[config.mk]
export PLATFORM = sky130hd
export DESIGN_NAME = prim_opgate_idle
export DESIGN_NICKNAME = d
export VERILOG_FILES = /design/src/rtl/prim_opgate_idle.sv
export SDC_FILE = /design/constraint.sdc
export NUM_CORES = 1
export LEC_CHECK = 0
export CORE_AREA = 2 2 39 41
export DETAILED_ROUTE_END_ITERATION = 16
export DIE_AREA = 0 0 41 43
export PLACE_DENSITY = 0.56
export SLEW_MARGIN = 20
export SYNTH_ARGS = -nofsm -noshare
export SYNTH_HDL_FRONTEND = slang
export SYNTH_SLANG_ARGS = --single-unit
export TNS_END_PERCENT = 30
[constraint.sdc]
create_clock -name clk_i -period 3 [get_ports clk_i]
set_input_delay 0.6 -clock clk_i [delete_from_list [all_inputs] [get_ports clk_i]]
set_output_delay 0.6 -clock clk_i [all_outputs]
set_load 0.005 [all_outputs]
[src/rtl/prim_opgate_idle.sv]
// Multi-channel operand-isolation stage with automatic idle gating.
// Each channel is an independent GATED -> WAKE -> ACTIVE machine fronting a
// single-entry registered valid/ready stage. Idle channels fall back to
// GATED so the downstream datapath (multiplier, shifter, ...) sees no toggling.
module prim_opgate_idle #(
  parameter int    DATA_WIDTH  = 1,
  parameter int    NUM_CH      = 1,
  parameter string MODE        = "ZERO",
  parameter int    IDLE_CYCLES = 4,
  parameter int    WAKE_CYCLES = 1
) (
  input  logic                         clk_i,
  input  logic                         rst_ni,
  input  logic [NUM_CH-1:0]            en_i,
  input  logic [NUM_CH-1:0]            valid_i,
  input  logic [NUM_CH*DATA_WIDTH-1:0] data_i,
  output logic [NUM_CH-1:0]            ready_o,
  output logic [NUM_CH-1:0]            valid_o,
  output logic [NUM_CH*DATA_WIDTH-1:0] data_o,
  output logic [NUM_CH-1:0]            gated_o
);

  // Widths are clamped so an illegal parameter still elaborates far enough
  // for the $error below to be reported instead of a zero-width vector.
  localparam int IDLE_W = (IDLE_CYCLES < 1) ? 1 : $clog2(IDLE_CYCLES + 1);
  localparam int WAKE_W = (WAKE_CYCLES < 1) ? 1 : $clog2(WAKE_CYCLES + 1);

  localparam logic [IDLE_W-1:0] IDLE_LAST = IDLE_W'(IDLE_CYCLES - 1);
  localparam logic [WAKE_W-1:0] WAKE_INIT = WAKE_W'(WAKE_CYCLES);
  localparam logic [IDLE_W-1:0] IDLE_ONE  = IDLE_W'(1);
  localparam logic [WAKE_W-1:0] WAKE_ONE  = WAKE_W'(1);

  localparam bit MODE_HOLD = (MODE == "HOLD");
  localparam bit MODE_ZERO = (MODE == "ZERO");

  if (!MODE_HOLD && !MODE_ZERO) begin : g_bad_mode
    $error("prim_opgate_idle: MODE must be \"ZERO\" or \"HOLD\"");
  end
  if (IDLE_CYCLES < 1) begin : g_bad_idle
    $error("prim_opgate_idle: IDLE_CYCLES must be >= 1");
  end
  if (WAKE_CYCLES < 1) begin : g_bad_wake
    $error("prim_opgate_idle: WAKE_CYCLES must be >= 1");
  end

  typedef enum logic [1:0] {
    ST_GATED  = 2'd0,
    ST_WAKE   = 2'd1,
    ST_ACTIVE = 2'd2
  } state_e;

  for (genvar c = 0; c < NUM_CH; c++) begin : g_ch
    state_e                  r_state;
    logic [IDLE_W-1:0]       r_idle_cnt;
    logic [WAKE_W-1:0]       r_wake_cnt;
    logic [DATA_WIDTH-1:0]   r_data_q;
    logic                    r_valid_q;

    logic                    w_en;
    logic                    w_valid;
    logic                    w_ready;
    logic                    w_xfer;
    logic [DATA_WIDTH-1:0]   w_data;

    assign w_en    = en_i[c];
    assign w_valid = valid_i[c];
    assign w_data  = data_i[c*DATA_WIDTH +: DATA_WIDTH];

    // Ready depends only on state and permit, never on valid, so upstream
    // may legally wait for ready before raising valid.
    assign w_ready = (r_state == ST_ACTIVE) && w_en;
    assign w_xfer  = w_valid && w_ready;

    // Channel FSM, idle/wake counters and the single-entry operand register.
    // NOTE: sequential state uses non-blocking assignments so every register
    // samples the pre-edge values of its neighbours; r_data_q is an ordinary
    // register (not a memory) and is reset so HOLD mode starts from zero.
    always_ff @(posedge clk_i or negedge rst_ni) begin
      if (!rst_ni) begin
        r_state    <= ST_GATED;
        r_idle_cnt <= '0;
        r_wake_cnt <= '0;
        r_data_q   <= '0;
        r_valid_q  <= 1'b0;
      end else begin
        // The output pulse marks the transfer of the previous cycle, even if
        // the channel is leaving ACTIVE on this edge.
        r_valid_q <= w_xfer;
        if (w_xfer) begin
          r_data_q <= w_data;
        end

        unique case (r_state)
          ST_GATED: begin
            // The operand that triggers wake-up is not consumed; upstream
            // keeps valid asserted until the channel becomes ready.
            if (w_en && w_valid) begin
              r_state    <= ST_WAKE;
              r_wake_cnt <= WAKE_INIT;
            end
          end

          ST_WAKE: begin
            if (!w_en) begin
              r_state    <= ST_GATED;
              r_wake_cnt <= '0;
            end else if (r_wake_cnt == WAKE_ONE) begin
              r_state    <= ST_ACTIVE;
              r_wake_cnt <= '0;
              r_idle_cnt <= '0;
            end else begin
              r_wake_cnt <= r_wake_cnt - WAKE_ONE;
            end
          end

          ST_ACTIVE: begin
            if (!w_en) begin
              r_state    <= ST_GATED;
              r_idle_cnt <= '0;
            end else if (w_xfer) begin
              r_idle_cnt <= '0;
            end else if (r_idle_cnt == IDLE_LAST) begin
              // Last permitted idle cycle; the counter never wraps.
              r_state    <= ST_GATED;
              r_idle_cnt <= '0;
            end else begin
              r_idle_cnt <= r_idle_cnt + IDLE_ONE;
            end
          end

          default: begin
            r_state    <= ST_GATED;
            r_idle_cnt <= '0;
            r_wake_cnt <= '0;
          end
        endcase
      end
    end

    assign ready_o[c] = w_ready;
    assign valid_o[c] = r_valid_q;
    assign gated_o[c] = (r_state == ST_GATED);

    if (MODE_HOLD) begin : g_hold
      assign data_o[c*DATA_WIDTH +: DATA_WIDTH] = r_data_q;
    end else begin : g_zero
      assign data_o[c*DATA_WIDTH +: DATA_WIDTH] = r_valid_q ? r_data_q : '0;
    end
  end

endmodule

==> impl_metrics.json <==
{
  "status": "completed",
  "path_common_cell": "clkdlybuf4s50_1",
  "maxCapViolCount": 0,
  "p_sw_mw": 0.0876,
  "worstSetupStartpointType": "input pin",
  "synth_area_um2": 410,
  "num_rows": 14,
  "crit_slowest_cell": "clkdlybuf4s50_1",
  "fmax_mhz": 391,
  "wl_per_cell_um": 11.4,
  "ys_types": 21,
  "vias": 320,
  "synth_top_area_share_pct": 48.8,
  "powerDensity_nw_per_um2": 603,
  "routed_wl_um": 708,
  "maxSlewViolCount": 0,
  "synthMuxAreaShare_pct": 2.74,
  "finalNetCount": 54,
  "synthXorXnorAreaFrac_pct": 0,
  "grt_start_max_net_pins": 11,
  "worst_r2r_endpoint": "g_ch[0].r_state[1]",
  "reg2reg_from": "g_ch[0].r_idle_cnt[0]",
  "clockRootBuffer": "clkbuf_4",
  "area_delta_synth_final_pct": 24.4,
  "crit_type": "in -> out",
  "overflow": 0,
  "finClkSkew_ns": 0.00146,
  "power.leakage_nw": 0.224,
  "cts.clk_slew.worst_paths_ns": 0.05,
  "io_pins": 9,
  "grt_usage_pct": 11.2,
  "min_path_cells": 1,
  "drc": 0,
  "crit_buf_inv": 2,
  "die_w_um": 41,
  "cts.repair.resized": 0,
  "tns_ns": 0,
  "synthArstFlopShare_pct": 100,
  "crit_family": "buffers and inverters",
  "hold_path_class": "reg -> reg",
  "reg2reg_depth": 3,
  "relSlewSlack_pct": 75.2,
  "clock_latency_ns": 0.25,
  "synth_fa_ha_area_share_pct": 3.05,
  "postCtsHoldBufs": 0,
  "grt_pass1_vias": 286,
  "synth_area_per_cell_um2": 11.1,
  "hpwl_um": 519,
  "grt_pass1_wl_um": 1240,
  "antenna_found_initial": 0,
  "dr.pass1.iters": 4,
  "postRouteAntennaNets": 0,
  "switching_share_pct": 28.5,
  "internal-power_mw": 0.220,
  "worstHoldEndpoint": "g_ch[0].r_data_q",
  "synth_nets": 43,
  "rsz0062_at_grt": "false",
  "hold_path_startpoint": "g_ch[0].r_data_q",
  "synth_seq_cells": 8,
  "seqPwrFrac_pct": 51.9,
  "finalCriticalPeriod_ns": 2.56,
  "syn_inst": 37,
  "report.final.hold_viol_count": 0,
  "grt_busiest_layer": "met1",
  "tritoncts": "built",
  "rrSetupSlack_ns": 1.74,
  "clkSinkCount": 8,
  "drive_gt1_share_pct": 8.70,
  "fillerInstances": 142,
  "cp_data_required_time_ns": 2.40,
  "io_buffers": 8,
  "max_stage_delay_ns": 0.54,
  "worstPathArrival_ns": 1.96,
  "use_met1_pct": 15.6,
  "fin_crit_sh_pct": 85.3,
  "p_clk_share_pct": 26.2,
  "setup_viol": 0,
  "synth_edf_count": 0,
  "routed_via_density": 5.16,
  "synth_compound_area_share_pct": 14.0,
  "core_um2": 1380,
  "path_max_fanout": 5,
  "grt_use_met2_pct": 13.1,
  "ys.flop_type": "dfrtp_1",
  "p_comb_share_pct": 21.9,
  "cts_buffer_depth": 2,
  "tightest_slew_ns": 0.370,
  "postCtsSetupBuffers": 0,
  "initial_core_util_pct": 29.7,
  "die-area_um2": 1760,
  "cp_cell_sequence": "clkdlybuf4s50_1 > and3b_1 > clkdlybuf4s50_1",
  "power_mw": 0.308,
  "yosysWarnings": 0,
  "antenna_cells": 0,
  "cts_buffers": 3,
  "end_kind": "output port",
  "grtUsageMet3_pct": 3.14,
  "ys_seq_area_share_pct": 48.8,
  "die_y_um": 43,
  "synthSimpleGateAreaFrac_pct": 24.1,
  "synth_top_family_by_area": "simple AND/OR/NAND/NOR gates",
  "synth_top_cell_by_area": "dfrtp_1",
  "place.gp.congestion": 0.706,
  "synthTopCellsByArea": "dfrtp_1, a32o_1, nand2b_1",
  "drt-initial-drc-count": 10,
  "h-tree-depth": 1,
  "vdd_drop_max_mv": 0.291
}
[power by group through the flow]
stage                     registers, mW  logic, mW  clock network, mW
after floorplan                   0.151     0.0531                  0
after global placement            0.161     0.0673                  0
after detailed placement          0.161     0.0688                  0
after CTS                         0.159     0.0688             0.0846
after global routing              0.165     0.0792             0.0926
final                             0.160     0.0674             0.0806
[sequential cells by signal (all words and copies together) (netlist names)]
| register | flops |
|---|---|
| g_ch.r_state | 2 |
| valid_o | 1 |
| g_ch.r_data_q | 1 |
| g_ch.r_wake_cnt | 1 |
| g_ch.r_idle_cnt | 3 |
[cells in the mapped netlist, types with 2 or more instances]
master,instances
dfrtp_1,8
nand2b_1,4
a32o_1,3
nor2_1,3
buf_6,2
inv_1,2
[metrics by stage]
stage	cells	utilization [%]	cell area [um2]	setup slack, ns	hold slack (ns)
2_1_floorplan	37	-	410	1.52	0.304
3_3_place_gp	59	35.3	488	0.462	0.468
3_5_place_dp	59	35.3	488	0.467	0.473
4_1_cts	62	36.9	510	0.449	0.485
5_1_grt	62	36.9	510	0.410	0.513
6_report	62	36.9	510	0.440	0.479
[worst max-delay path by stage]
| stage | cells after the start | start | end | slack (ns) |
|---|---|---|---|---|
| after floorplan | 2 | en_i | ready_o | 1.52 |
| after global placement | 3 | en_i | ready_o | 0.46 |
| after detailed placement | 3 | en_i | ready_o | 0.47 |
| after CTS | 3 | en_i | ready_o | 0.45 |
| after global routing | 3 | en_i | ready_o | 0.41 |
| final | 3 | en_i | ready_o | 0.44 |
[kinds of logic after synthesis]
family,Yosys count
adders and majority gates,1
and+or+nand+nor,16
DFF,8
muxes,1
AOI/OAI and AO/OA,7
buffers and inverters,4
[layout make-up]
type | count | area (um2) | area share, %
Timing Repair Buffer | 8 | 80.1 | 15.7
Sequential cell | 8 | 200 | 39.2
Inverter | 2 | 7.51 | 1.47
Multi-Input combinational cell | 25 | 180 | 35.3
Clock buffer | 3 | 22.5 | 4.41
Tap cell | 16 | 20.0 | 3.92
[routing by layer]
metal  share of wire [%]  wire length, um  up-vias
li1                    -                -      152
met1                  44              313      152
met2                  45              320       14
met3                 9.2               65        2
met4                 1.4               10        0
met5                   0                0        -
[cells in the final DEF, fill, tap and decap left out, types with 2 or more instances in the layout]
cell type,netlist,final
nand2b_1,4,4
clkdlybuf4s50_1,0,8
a32o_1,3,3
inv_1,2,2
clkbuf_4,0,3
dfrtp_1,8,8
nor2_1,3,3
Power figures use the tool's default switching activity.
